## config.mk

```make
export PLATFORM = sky130hd
export DESIGN_NAME = vec_alu_sequencer_flat
export DESIGN_NICKNAME = d
export VERILOG_FILES = /design/src/rtl/vpu_exec_pkg.sv /design/src/rtl/vec_alu_sequencer_if.sv /design/src/rtl/vec_alu_sequencer.sv /design/src/flat_wrapper.sv
export SDC_FILE = /design/constraint.sdc
export NUM_CORES = 2
export LEC_CHECK = 0
export CELL_PAD_IN_SITES_DETAIL_PLACEMENT = 0
export CELL_PAD_IN_SITES_GLOBAL_PLACEMENT = 1
export CORE_ASPECT_RATIO = 1.4
export CORE_MARGIN = 10
export CORE_UTILIZATION = 41
export DETAILED_ROUTE_END_ITERATION = 8
export PLACE_DENSITY_LB_ADDON = 0.1
export REMOVE_ABC_BUFFERS = 1
export SYNTH_ARGS = -nofsm -noshare
export SYNTH_HDL_FRONTEND = slang
export SYNTH_SLANG_ARGS = --single-unit
```

## constraint.sdc

```tcl
create_clock -name clk -period 45.9 [get_ports clk]
set_input_delay 6.885 -clock clk [delete_from_list [all_inputs] [get_ports clk]]
set_output_delay 6.885 -clock clk [all_outputs]
set_load 0.05 [all_outputs]
```

## src/rtl/vpu_exec_pkg.sv

```systemverilog
// Shared types for the vector execution path: ALU op codes, element-size
// encoding and the sequencer state enum.
package vpu_exec_pkg;

  localparam int unsigned ELEN_W = 2;

  typedef enum logic [2:0] {
    ALU_ADD     = 3'd0,
    ALU_SUB     = 3'd1,
    ALU_OR      = 3'd2,
    ALU_AND     = 3'd3,
    ALU_NOT     = 3'd4,
    ALU_XOR     = 3'd5,
    ALU_MUL     = 3'd6,
    ALU_ILLEGAL = 3'd7
  } alu_mode_e;

  typedef enum logic [1:0] {
    ST_IDLE = 2'd0,
    ST_RUN  = 2'd1,
    ST_DONE = 2'd2
  } seq_state_e;

  // Element size in bytes for an element-size code (0:8b, 1:16b, 2:32b).
  function automatic logic [3:0] elen_bytes(input logic [ELEN_W-1:0] elen);
    return 4'(1) << elen;
  endfunction

endpackage

```

## src/rtl/vec_alu_sequencer_if.sv

```systemverilog
// Instruction, result and external-ALU signals of the vector ALU sequencer.
interface vec_alu_sequencer_if #(
  parameter int unsigned VLEN   = 256,
  parameter int unsigned LENGTH = 32
);

  localparam int unsigned ELEN_W = vpu_exec_pkg::ELEN_W;
  localparam int unsigned VL_W   = $clog2(VLEN / 8) + 1;

  logic              in_valid;
  logic              in_ready;
  logic [2:0]        in_mode;
  logic [ELEN_W-1:0] in_elen;
  logic [VL_W-1:0]   in_vl;
  logic [VLEN-1:0]   in_vs1;
  logic [VLEN-1:0]   in_vs2;

  logic [2:0]        alu_mode;
  logic [ELEN_W-1:0] alu_elen;
  logic [LENGTH-1:0] alu_op1;
  logic [LENGTH-1:0] alu_op2;
  logic              alu_carry_in;
  logic [LENGTH-1:0] alu_out;
  logic              alu_carry;

  logic              out_valid;
  logic              out_ready;
  logic [VLEN-1:0]   out_data;
  logic [VLEN/8-1:0] out_byte_en;
  logic              out_err;

  // Sequencer side.
  modport slave (
    input  in_valid, in_mode, in_elen, in_vl, in_vs1, in_vs2,
    input  alu_out, alu_carry, out_ready,
    output in_ready,
    output alu_mode, alu_elen, alu_op1, alu_op2, alu_carry_in,
    output out_valid, out_data, out_byte_en, out_err
  );

  // Issuing / consuming side, which also hosts the ALU.
  modport master (
    output in_valid, in_mode, in_elen, in_vl, in_vs1, in_vs2,
    output alu_out, alu_carry, out_ready,
    input  in_ready,
    input  alu_mode, alu_elen, alu_op1, alu_op2, alu_carry_in,
    input  out_valid, out_data, out_byte_en, out_err
  );

endinterface

```

## src/rtl/vec_alu_sequencer.sv

```systemverilog
// Streams one vector instruction through an external LENGTH-bit ALU, one
// beat per cycle, and returns the assembled, byte-masked result vector.
module vec_alu_sequencer
  import vpu_exec_pkg::*;
#(
  parameter int unsigned VLEN       = 256,
  parameter int unsigned LENGTH     = 32,
  parameter int unsigned SUB_LENGTH = 8
) (
  input logic                clk,
  input logic                rst,
  vec_alu_sequencer_if.slave bus
);

  localparam int unsigned NBYTES = VLEN / 8;
  localparam int unsigned NBEATS = VLEN / LENGTH;
  localparam int unsigned BPB    = LENGTH / 8;
  localparam int unsigned VL_W   = $clog2(NBYTES) + 1;
  localparam int unsigned CNT_W  = VL_W + 1;
  localparam int unsigned BEAT_W = $clog2(NBEATS + 1);

  seq_state_e        state;
  logic [BEAT_W-1:0] beat_q;
  logic [BEAT_W-1:0] last_q;
  logic [VLEN-1:0]   vs1_q;
  logic [VLEN-1:0]   vs2_q;
  logic [NBYTES-1:0] mask_q;
  logic [VLEN-1:0]   buffer_q;

  logic [VL_W-1:0]   max_el_c;
  logic [VL_W-1:0]   vl_eff_c;
  logic [VL_W-1:0]   nb_c;
  logic [CNT_W-1:0]  nbeats_c;
  logic [NBYTES-1:0] mask_c;
  logic [BEAT_W-1:0] beat_nxt_c;
  logic [LENGTH-1:0] op1_nxt_c;
  logic [LENGTH-1:0] op2_nxt_c;
  logic [VLEN-1:0]   merged_c;
  logic              unused_c;

  // Lane width and ALU carry-out only matter to the external ALU.
  assign unused_c = ^{bus.alu_carry, 32'(SUB_LENGTH)};

  // Element clamp, bytes written and beat count for the offered instruction.
  assign max_el_c   = VL_W'(NBYTES) >> bus.in_elen;
  assign vl_eff_c   = (bus.in_vl < max_el_c) ? bus.in_vl : max_el_c;
  assign nb_c       = VL_W'(vl_eff_c * VL_W'(elen_bytes(bus.in_elen)));
  assign nbeats_c   = CNT_W'((CNT_W'(nb_c) + CNT_W'(BPB - 1)) / CNT_W'(BPB));
  assign beat_nxt_c = beat_q + BEAT_W'(1);

  always_comb begin
    mask_c = '0;
    for (int k = 0; k < NBYTES; k++) begin
      mask_c[k] = (VL_W'(k) < nb_c);
    end
  end

  // Operand slices for the beat that follows the current one.
  always_comb begin
    op1_nxt_c = '0;
    op2_nxt_c = '0;
    for (int i = 0; i < NBEATS; i++) begin
      if (beat_nxt_c == BEAT_W'(i)) begin
        op1_nxt_c = vs1_q[i*LENGTH +: LENGTH];
        op2_nxt_c = vs2_q[i*LENGTH +: LENGTH];
      end
    end
  end

  // Buffer with this beat's ALU result merged in and inactive bytes zeroed.
  always_comb begin
    merged_c = buffer_q;
    for (int i = 0; i < NBEATS; i++) begin
      if (beat_q == BEAT_W'(i)) begin
        merged_c[i*LENGTH +: LENGTH] = bus.alu_out;
      end
    end
    for (int k = 0; k < NBYTES; k++) begin
      if (!mask_q[k]) begin
        merged_c[k*8 +: 8] = 8'h00;
      end
    end
  end

  always_ff @(posedge clk or posedge rst) begin
    if (rst) begin
      state            <= ST_IDLE;
      beat_q           <= '0;
      last_q           <= '0;
      vs1_q            <= '0;
      vs2_q            <= '0;
      mask_q           <= '0;
      buffer_q         <= '0;
      bus.in_ready     <= 1'b1;
      bus.alu_mode     <= '0;
      bus.alu_elen     <= '0;
      bus.alu_op1      <= '0;
      bus.alu_op2      <= '0;
      bus.alu_carry_in <= 1'b0;
      bus.out_valid    <= 1'b0;
      bus.out_data     <= '0;
      bus.out_byte_en  <= '0;
      bus.out_err      <= 1'b0;
    end else begin
      case (state)
        ST_IDLE: begin
          if (bus.in_valid) begin
            vs1_q           <= bus.in_vs1;
            vs2_q           <= bus.in_vs2;
            mask_q          <= mask_c;
            buffer_q        <= '0;
            beat_q          <= '0;
            last_q          <= BEAT_W'(nbeats_c - CNT_W'(1));
            bus.in_ready    <= 1'b0;
            bus.out_data    <= '0;
            bus.out_byte_en <= '0;
            bus.out_err     <= 1'b0;
            if ((bus.in_mode == ALU_ILLEGAL) || (nbeats_c == '0)) begin
              state         <= ST_DONE;
              bus.out_valid <= 1'b1;
              bus.out_err   <= (bus.in_mode == ALU_ILLEGAL);
            end else begin
              // Beat 0 operands are presented in the first RUN cycle.
              state            <= ST_RUN;
              bus.alu_mode     <= bus.in_mode;
              bus.alu_elen     <= bus.in_elen;
              bus.alu_op1      <= bus.in_vs1[LENGTH-1:0];
              bus.alu_op2      <= bus.in_vs2[LENGTH-1:0];
              bus.alu_carry_in <= (bus.in_mode == ALU_SUB);
            end
          end
        end
        ST_RUN: begin
          buffer_q <= merged_c;
          beat_q   <= beat_nxt_c;
          if (beat_q == last_q) begin
            state            <= ST_DONE;
            bus.out_valid    <= 1'b1;
            bus.out_data     <= merged_c;
            bus.out_byte_en  <= mask_q;
            bus.alu_mode     <= '0;
            bus.alu_elen     <= '0;
            bus.alu_op1      <= '0;
            bus.alu_op2      <= '0;
            bus.alu_carry_in <= 1'b0;
          end else begin
            bus.alu_op1 <= op1_nxt_c;
            bus.alu_op2 <= op2_nxt_c;
          end
        end
        ST_DONE: begin
          if (bus.out_ready) begin
            state         <= ST_IDLE;
            bus.out_valid <= 1'b0;
            bus.in_ready  <= 1'b1;
          end
        end
        default: begin
          state        <= ST_IDLE;
          bus.in_ready <= 1'b1;
        end
      endcase
    end
  end

endmodule

```

## src/flat_wrapper.sv

```systemverilog
// flat-port wrapper written by rule: the top's interface ports become plain ports
module vec_alu_sequencer_flat import vpu_exec_pkg::*;
#(
  parameter int unsigned VLEN       = 256,
  parameter int unsigned LENGTH     = 32,
  parameter int unsigned SUB_LENGTH = 8
)
  (clk, rst, bus_in_valid, bus_in_mode, bus_in_elen, bus_in_vl, bus_in_vs1, bus_in_vs2, bus_alu_out, bus_alu_carry, bus_out_ready, bus_in_ready, bus_alu_mode, bus_alu_elen, bus_alu_op1, bus_alu_op2, bus_alu_carry_in, bus_out_valid, bus_out_data, bus_out_byte_en, bus_out_err);
  vec_alu_sequencer_if #(.VLEN(VLEN), .LENGTH(LENGTH)) bus_i ();
  input logic clk;
  input logic rst;
  input wire logic [$bits(bus_i.in_valid)-1:0] bus_in_valid;
  input wire logic [$bits(bus_i.in_mode)-1:0] bus_in_mode;
  input wire logic [$bits(bus_i.in_elen)-1:0] bus_in_elen;
  input wire logic [$bits(bus_i.in_vl)-1:0] bus_in_vl;
  input wire logic [$bits(bus_i.in_vs1)-1:0] bus_in_vs1;
  input wire logic [$bits(bus_i.in_vs2)-1:0] bus_in_vs2;
  input wire logic [$bits(bus_i.alu_out)-1:0] bus_alu_out;
  input wire logic [$bits(bus_i.alu_carry)-1:0] bus_alu_carry;
  input wire logic [$bits(bus_i.out_ready)-1:0] bus_out_ready;
  output wire logic [$bits(bus_i.in_ready)-1:0] bus_in_ready;
  output wire logic [$bits(bus_i.alu_mode)-1:0] bus_alu_mode;
  output wire logic [$bits(bus_i.alu_elen)-1:0] bus_alu_elen;
  output wire logic [$bits(bus_i.alu_op1)-1:0] bus_alu_op1;
  output wire logic [$bits(bus_i.alu_op2)-1:0] bus_alu_op2;
  output wire logic [$bits(bus_i.alu_carry_in)-1:0] bus_alu_carry_in;
  output wire logic [$bits(bus_i.out_valid)-1:0] bus_out_valid;
  output wire logic [$bits(bus_i.out_data)-1:0] bus_out_data;
  output wire logic [$bits(bus_i.out_byte_en)-1:0] bus_out_byte_en;
  output wire logic [$bits(bus_i.out_err)-1:0] bus_out_err;
  assign bus_i.in_valid = bus_in_valid;
  assign bus_i.in_mode = bus_in_mode;
  assign bus_i.in_elen = bus_in_elen;
  assign bus_i.in_vl = bus_in_vl;
  assign bus_i.in_vs1 = bus_in_vs1;
  assign bus_i.in_vs2 = bus_in_vs2;
  assign bus_i.alu_out = bus_alu_out;
  assign bus_i.alu_carry = bus_alu_carry;
  assign bus_i.out_ready = bus_out_ready;
  assign bus_in_ready = bus_i.in_ready;
  assign bus_alu_mode = bus_i.alu_mode;
  assign bus_alu_elen = bus_i.alu_elen;
  assign bus_alu_op1 = bus_i.alu_op1;
  assign bus_alu_op2 = bus_i.alu_op2;
  assign bus_alu_carry_in = bus_i.alu_carry_in;
  assign bus_out_valid = bus_i.out_valid;
  assign bus_out_data = bus_i.out_data;
  assign bus_out_byte_en = bus_i.out_byte_en;
  assign bus_out_err = bus_i.out_err;
  vec_alu_sequencer #(.VLEN(VLEN), .LENGTH(LENGTH), .SUB_LENGTH(SUB_LENGTH)) u_core (.clk(clk), .rst(rst), .bus(bus_i));
endmodule
```

; Yosys cells after proc, flatten, opt, wreduce, memory -nomap -nowiden
; Cells that the tools add are included.
[classes]
bitwise = 1
addsub = 3
n_reduce_logical = 15
n_lt_le_gt_ge = 33
mul = 1
shift = 2
eq_ne = 24
mux = 100
[op_table]
columns = op, n
row1 = $mux 32, 32
row2 = $pmux 256 s2, 2
row3 = $mux 256, 2
row4 = $mux 8, 32
row5 = $pmux 32 s2, 3
row6 = $lt 5x6->1 const A, 16
row7 = $lt 4x6->1 const A, 8
row8 = $eq 4x3->1 const B, 8
row9 = $lt 3x6->1 const A, 4
row10 = $eq 4x2->1 const B, 4
row11 = $mux 2, 7
row12 = $lt 1x6->1 const A, 2
row13 = $lt 2x6->1 const A, 2
row14 = $reduce_and 3->1, 4
row15 = $mux 1, 10
row16 = $mux 3, 3
row17 = $eq 4x1->1 const B, 2
row18 = $logic_not 4->1, 2
row19 = $pmux 4 s2, 1
row20 = $add 6x2->7 const B, 1
row21 = $logic_not 7->1, 1
row22 = $lt 6x6->1, 1
row23 = $mul 6x4->6, 1
row24 = $mux 6, 1
row25 = other kinds (25), 30
[totals]
in_bits = 560
elab_cells = 196
output_inout_bits = 361
register_bits = 1171

; Longest topological paths before layout
[logic_depth]
ltp_word = 12
mapped_depth = 23
mapped_depth_nobuf = 19

; Worst setup path after synthesis
; Ideal clock, no wire load.
[synth_path]
kind = in2reg
from = input bus_in_elen[1]
to = register u_core.bus.alu_op1[10]
stages = 21
path_slack_ns = 34.100
t_required_ns = 45.775
arrival_time_ns = 11.674
path_buffers = 4
setup_time_ns = 0.125
path_cell_list = nor2b_1 > inv_1 > ha_1 > o211ai_1 > o21a_1 > clkbuf_1 > nand3_1 > fa_1 > fa_1 > inv_1 > fa_1 > clkbuf_1 > clkbuf_1 > xor2_1 > ha_1 > nand2_1 > a21oi_1 > a21boi_4 > nor3_4 > buf_6 > mux2_4
[synth_between]
elab_chain_len = 9
word_cells_on_any_way = 10
cone_classes = add/sub (1) / mul (1) / order compare (1) / eq/ne (1) / shift (2) / mux (1) / reduce/logical (3)
[synth_rtl]
columns = item, line
row1 = from (decl), flat_wrapper.sv:14  ; input wire logic [$bits(bus_i.in_elen)-1:0] bus_in_elen;
row2 = $shr 6x2->6, vec_alu_sequencer.sv:45  ; assign max_el_c = VL_W'(NBYTES) >> bus.in_elen;
row3 = $lt 6x6->1, vec_alu_sequencer.sv:46  ; assign vl_eff_c = (bus.in_vl < max_el_c) ? bus.in_vl : max_el_c;
row4 = $mux 6, vec_alu_sequencer.sv:46
row5 = $mul 6x4->6 *, vec_alu_sequencer.sv:47  ; assign nb_c = VL_W'(vl_eff_c * VL_W'(elen_bytes(bus.in_elen)));
row6 = $add 6x2->7 *, vec_alu_sequencer.sv:48  ; assign nbeats_c = CNT_W'((CNT_W'(nb_c) + CNT_W'(BPB - 1)) / CNT_W'(BPB));
row7 = $logic_not 7->1 *, vec_alu_sequencer.sv:118  ; if ((bus.in_mode == ALU_ILLEGAL) || (nbeats_c == '0)) begin
row8 = $logic_or 1x1->1 *, vec_alu_sequencer.sv:118
row9 = $ne 2x2->1 (no line) *, n/a
row10 = $reduce_and 3->1 (no line) *, n/a
row11 = to (signal assigned), vec_alu_sequencer.sv:127  ; bus.alu_op1 <= bus.in_vs1[LENGTH-1:0];
row12 = to (signal assigned), vec_alu_sequencer.sv:147  ; bus.alu_op1 <= op1_nxt_c;
row13 = to (decl), vec_alu_sequencer_if.sv:37  ; output alu_mode, alu_elen, alu_op1, alu_op2, alu_carry_in,
; Every way passes the cells marked *; elsewhere a longest branch is shown, timed or not.
; A chain may end at the register's enable or synchronous reset.

; Worst setup path after layout
[layout_path]
from = input bus_in_elen[1]
to = register u_core.bus.alu_op1[26]
; Same word-level chain as after synthesis.

==> metrics.txt <==
# TYPE chip_impl_metric gauge
chip_impl_metric{name="cts_made_buffers",unit=""} 117
chip_impl_metric{name="total_leakage_power",unit="nW"} 31.33
chip_impl_metric{name="floorplan.io_pins",unit=""} 921
chip_impl_metric{name="drt-initial-drc-count",unit=""} 3739
chip_impl_metric{name="die_width",unit="um"} 321.1
chip_impl_metric{name="cpPeakStageDelay",unit="ps"} 900
chip_impl_metric{name="timing.final.hold_violations",unit=""} 0
chip_impl_metric{name="cts_resized",unit=""} 0
chip_impl_info{name="dominantRegCellSynth",value="sky130_fd_sc_hd__dfrtp_1"} 1
chip_impl_info{name="grt_most_used_layer",value="met2"} 1
chip_impl_info{name="crit_path_end_kind",value="flop"} 1
chip_impl_metric{name="htreeDepth",unit=""} 3
chip_impl_metric{name="share_seq_of_total_power",unit="%"} 36.0
chip_impl_metric{name="rows",unit=""} 154
chip_impl_metric{name="achievable_clock_frequency",unit="MHz"} 75.68
chip_impl_metric{name="cp_data_arrival_time",unit="ps"} 13820
chip_impl_info{name="synthDominantAreaCellType",value="sky130_fd_sc_hd__dfrtp_1"} 1
chip_impl_metric{name="final_antenna_net_count",unit=""} 0
chip_impl_metric{name="first_global_vias",unit=""} 44220
chip_impl_info{name="clock_tree.root_cell",value="sky130_fd_sc_hd__clkbuf_16"} 1
chip_impl_metric{name="slew-limit-headroom",unit="%"} 22.04
chip_impl_metric{name="p_clk_share",unit="%"} 23.0
chip_impl_metric{name="area_delta_synth_final",unit="%"} 27.54
chip_impl_metric{name="avgViaCountPerCell",unit=""} 5.520
chip_impl_metric{name="grt_pass1_wl",unit="mm"} 298.3
chip_impl_info{name="yosys-top-cells-area",value="sky130_fd_sc_hd__dfrtp_1 56%, sky130_fd_sc_hd__nand2_1 16%, sky130_fd_sc_hd__mux2i_1 5.0%"} 1
chip_impl_metric{name="routed_wl",unit="mm"} 204.2
chip_impl_metric{name="clkSlewWorstSetupHoldPaths",unit="ps"} 60
chip_impl_metric{name="die_h",unit="um"} 441.6
chip_impl_metric{name="place.detailed.hpwl",unit="mm"} 140.1
chip_impl_metric{name="tns",unit="ps"} 0
chip_impl_metric{name="num_vias",unit=""} 43780
chip_impl_info{name="synthMostInstantiatedCell",value="sky130_fd_sc_hd__nand2_1"} 1
chip_impl_info{name="critical_path.slowest_cell",value="sky130_fd_sc_hd__fa_1"} 1
chip_impl_metric{name="timing.max_cap.violations",unit=""} 0
chip_impl_metric{name="finClkSkew",unit="ps"} 21.41
chip_impl_info{name="grt_setup_unrepaired",value="false"} 1
chip_impl_metric{name="globalRouteOverflowTotal",unit=""} 0
chip_impl_metric{name="yosysSeqAreaShare",unit="%"} 56.30
chip_impl_metric{name="yosysWarningCount",unit=""} 0
chip_impl_metric{name="grt_use_met2",unit="%"} 46.09
chip_impl_metric{name="core_region_area",unit="um2"} 126000
chip_impl_metric{name="drc_violation_count_after_routing",unit=""} 0
chip_impl_metric{name="layout_min_cycle_time",unit="ps"} 13210
chip_impl_info{name="tritoncts",value="done"} 1
chip_impl_info{name="status",value="finished clean"} 1
chip_impl_metric{name="power.share.switching",unit="%"} 42.49
chip_impl_metric{name="number_of_antenna_violations_at_the_first_check_in_global_routing",unit=""} 84
chip_impl_metric{name="synth-edff-count",unit=""} 0
chip_impl_metric{name="grt_start_max_net_pins",unit=""} 210
chip_impl_metric{name="worst_ep_required_time",unit="ps"} 46500
chip_impl_metric{name="initial_core_util",unit="%"} 41.30
chip_impl_metric{name="final_min_period_over_clock_period",unit="%"} 28.79
chip_impl_metric{name="power-per-cell-area",unit="nW/um2"} 65.28
chip_impl_metric{name="netSwitchingPower",unit="mW"} 1.841
chip_impl_metric{name="post_cts_hold_buffer_count",unit=""} 0
chip_impl_metric{name="numClockSinks",unit=""} 1171
chip_impl_metric{name="setup.reg_to_reg.worst_slack",unit="ps"} 40720
chip_impl_metric{name="post-cts-setup-buffer-count",unit=""} 0
chip_impl_metric{name="hold-worst-slack",unit="ps"} 463.8
chip_impl_metric{name="tightestPinTransition",unit="ps"} 1169
chip_impl_metric{name="gpl.final_weighted_congestion",unit=""} 0.8379
chip_impl_metric{name="avgSynthCellArea",unit="um2"} 9.508
chip_impl_metric{name="setup_viol",unit=""} 0
chip_impl_info{name="critPathLaunchType",value="primary input"} 1
chip_impl_metric{name="synth_top_area_share",unit="%"} 56.25
chip_impl_metric{name="fp.dieArea",unit="um2"} 141800
chip_impl_metric{name="ctsLongestPathBuffers",unit=""} 3
chip_impl_metric{name="post_synth_instance_area",unit="um2"} 52050
chip_impl_info{name="timing.setup.critical_path_class",value="in -> reg"} 1
chip_impl_info{name="path_cells",value="clkdlybuf4s50_1 > nor2b_1 > inv_1 > ha_1 > nor3_1 > o21a_1 > nand3_1 > fa_1 > fa_1 > inv_1 > fa_1 > nand2_1 > inv_1 > a21oi_1 > a21boi_4 > nor3_4 > buf_4 > buf_4 > mux2_2"} 1
chip_impl_metric{name="ys_ff_latch",unit=""} 1171
chip_impl_info{name="synth_top_cells_by_count",value="2152 x sky130_fd_sc_hd__nand2_1, 1170 x sky130_fd_sc_hd__dfrtp_1, 363 x sky130_fd_sc_hd__clkbuf_1"} 1
chip_impl_info{name="worst_hold_path_type",value="reg -> reg"} 1
chip_impl_metric{name="drt_pre_antenna_iters",unit=""} 6
chip_impl_metric{name="drive_above_1_share",unit="%"} 5.319
chip_impl_metric{name="async_sr_flop_fraction",unit="%"} 100.0
chip_impl_metric{name="grt.met1_usage",unit="%"} 33.85
chip_impl_metric{name="clk_latency",unit="ps"} 730
chip_impl_metric{name="power.internal",unit="mW"} 2.492
chip_impl_metric{name="path_max_fanout",unit=""} 43
chip_impl_metric{name="post_synth_inst_count",unit=""} 5474
chip_impl_metric{name="p_comb_share",unit="%"} 41.0
chip_impl_metric{name="maxSlewViolCount",unit=""} 0
chip_impl_metric{name="yosysUniqueCellTypes",unit=""} 64
chip_impl_metric{name="groute.usage.overall",unit="%"} 28.00
chip_impl_metric{name="portBuffers",unit=""} 919
chip_impl_metric{name="wl_per_cell",unit="um"} 25.75
chip_impl_metric{name="irDropWorstVdd",unit="uV"} 48.09
chip_impl_metric{name="design.final.nets",unit=""} 6744
chip_impl_metric{name="grtUsageMet3",unit="%"} 8.586
power groups by stage:
stage / clock network [mW] / registers [mW] / logic, mW
after global placement: 0 / 1.56 / 1.77
final: 0.996 / 1.56 / 1.78
after CTS: 1.01 / 1.56 / 1.79
after global routing: 1.05 / 1.60 / 1.94
after detailed placement: 0 / 1.57 / 1.79
after floorplan: 0 / 1.78 / 1.04
final timing paths:
path,depth (start not counted),endpoint,from
hold reg to reg,2,u_core.vs1_q[65],u_core.vs1_q[65]
setup reg to reg,8,u_core.bus.out_data[66],u_core.state[1]
max in group asynchronous,7,u_core.vs1_q[160],rst
setup / recovery,19,u_core.bus.alu_op1[26],bus_in_elen[1]
min in group asynchronous,2,u_core.bus.out_data[161],rst
hold / removal,2,u_core.vs1_q[65],u_core.vs1_q[65]
cells by family after synthesis:
family          Yosys count  synth area share, %
simple gates           2352                17.26
fa+ha+maj                21               0.5770
xor+xnor                 14               0.2356
flops                  1171                56.30
mux                     296                5.948
compound gates         1177                16.29
buf+inv                 443                3.380
metrics by stage:
step	std cells	cell area [um2]	setup WS (ps)	util (%)	total power [mW]
after floorplan	5057	50380	6032	-	2.820
after global placement	7682	62370	31920	49.49	3.330
after detailed placement	7682	62370	31930	49.49	3.360
after CTS	7898	66300	32700	52.61	4.365
after global routing	7922	66360	32250	52.66	4.594
final	7931	66380	32690	52.68	4.333
worst max-delay path, delay by kind of cell:
family,cells,cell delay (ps)
AO/OA/AOI/OAI,3,730
adder cells (fa/ha/maj),4,2120
buffers and inverters,6,2350
multiplexers,1,410
AND/OR/NAND/NOR,5,1300
routing by layer:
layer,wire (um),share of wire (%),vias to the layer above
met4,7848,3.8,76
met3,17350,8.5,386
met1,80620,39,21670
met2,97940,48,1557
li1,-,-,20090
met5,483,0.24,-
area by class of cell:
| cell class | instances | area [um2] |
|---|---|---|
| Timing Repair Buffer | 987 | 9759 |
| Multi-Input combinational cell | 3860 | 21150 |
| Clock inverter | 44 | 515.5 |
| Sequential cell | 1171 | 29300 |
| Antenna cell | 33 | 82.58 |
| Tap cell | 1638 | 2049 |
| Inverter | 26 | 105.1 |
| Fill cell | 11830 | 59640 |
| Clock buffer | 172 | 3416 |
sequential cells by signal (all words and copies together) (netlist names), 2 cells and up:
name                    count
u_core.bus.alu_op1         32
u_core.vs1_q              256
u_core.bus.alu_op2         32
u_core.bus.alu_mode         3
u_core.mask_q              32
u_core.state                2
u_core.vs2_q              256
u_core.beat_q               4
u_core.bus.out_byte_en     32
u_core.bus.alu_elen         2
u_core.buffer_q           256
u_core.last_q               4
u_core.bus.out_data       256
layout by cell type (no fill, tap or decap), types with 56 or more instances in the layout:
cell | synthesis | layout
sky130_fd_sc_hd__buf_4 | 4 | 64
sky130_fd_sc_hd__o21ai_0 | 186 | 186
sky130_fd_sc_hd__dfrtp_1 | 1170 | 1170
sky130_fd_sc_hd__clkbuf_16 | 0 | 118
sky130_fd_sc_hd__clkdlybuf4s50_1 | 0 | 919
sky130_fd_sc_hd__nand2_1 | 2152 | 2143
sky130_fd_sc_hd__nor2_1 | 138 | 133
sky130_fd_sc_hd__mux2i_1 | 262 | 262
sky130_fd_sc_hd__a31oi_1 | 56 | 56
sky130_fd_sc_hd__o31ai_1 | 290 | 290
sky130_fd_sc_hd__a22o_1 | 256 | 256
sky130_fd_sc_hd__a21oi_1 | 108 | 108
No activity file was read; power rests on OpenSTA's default activity.
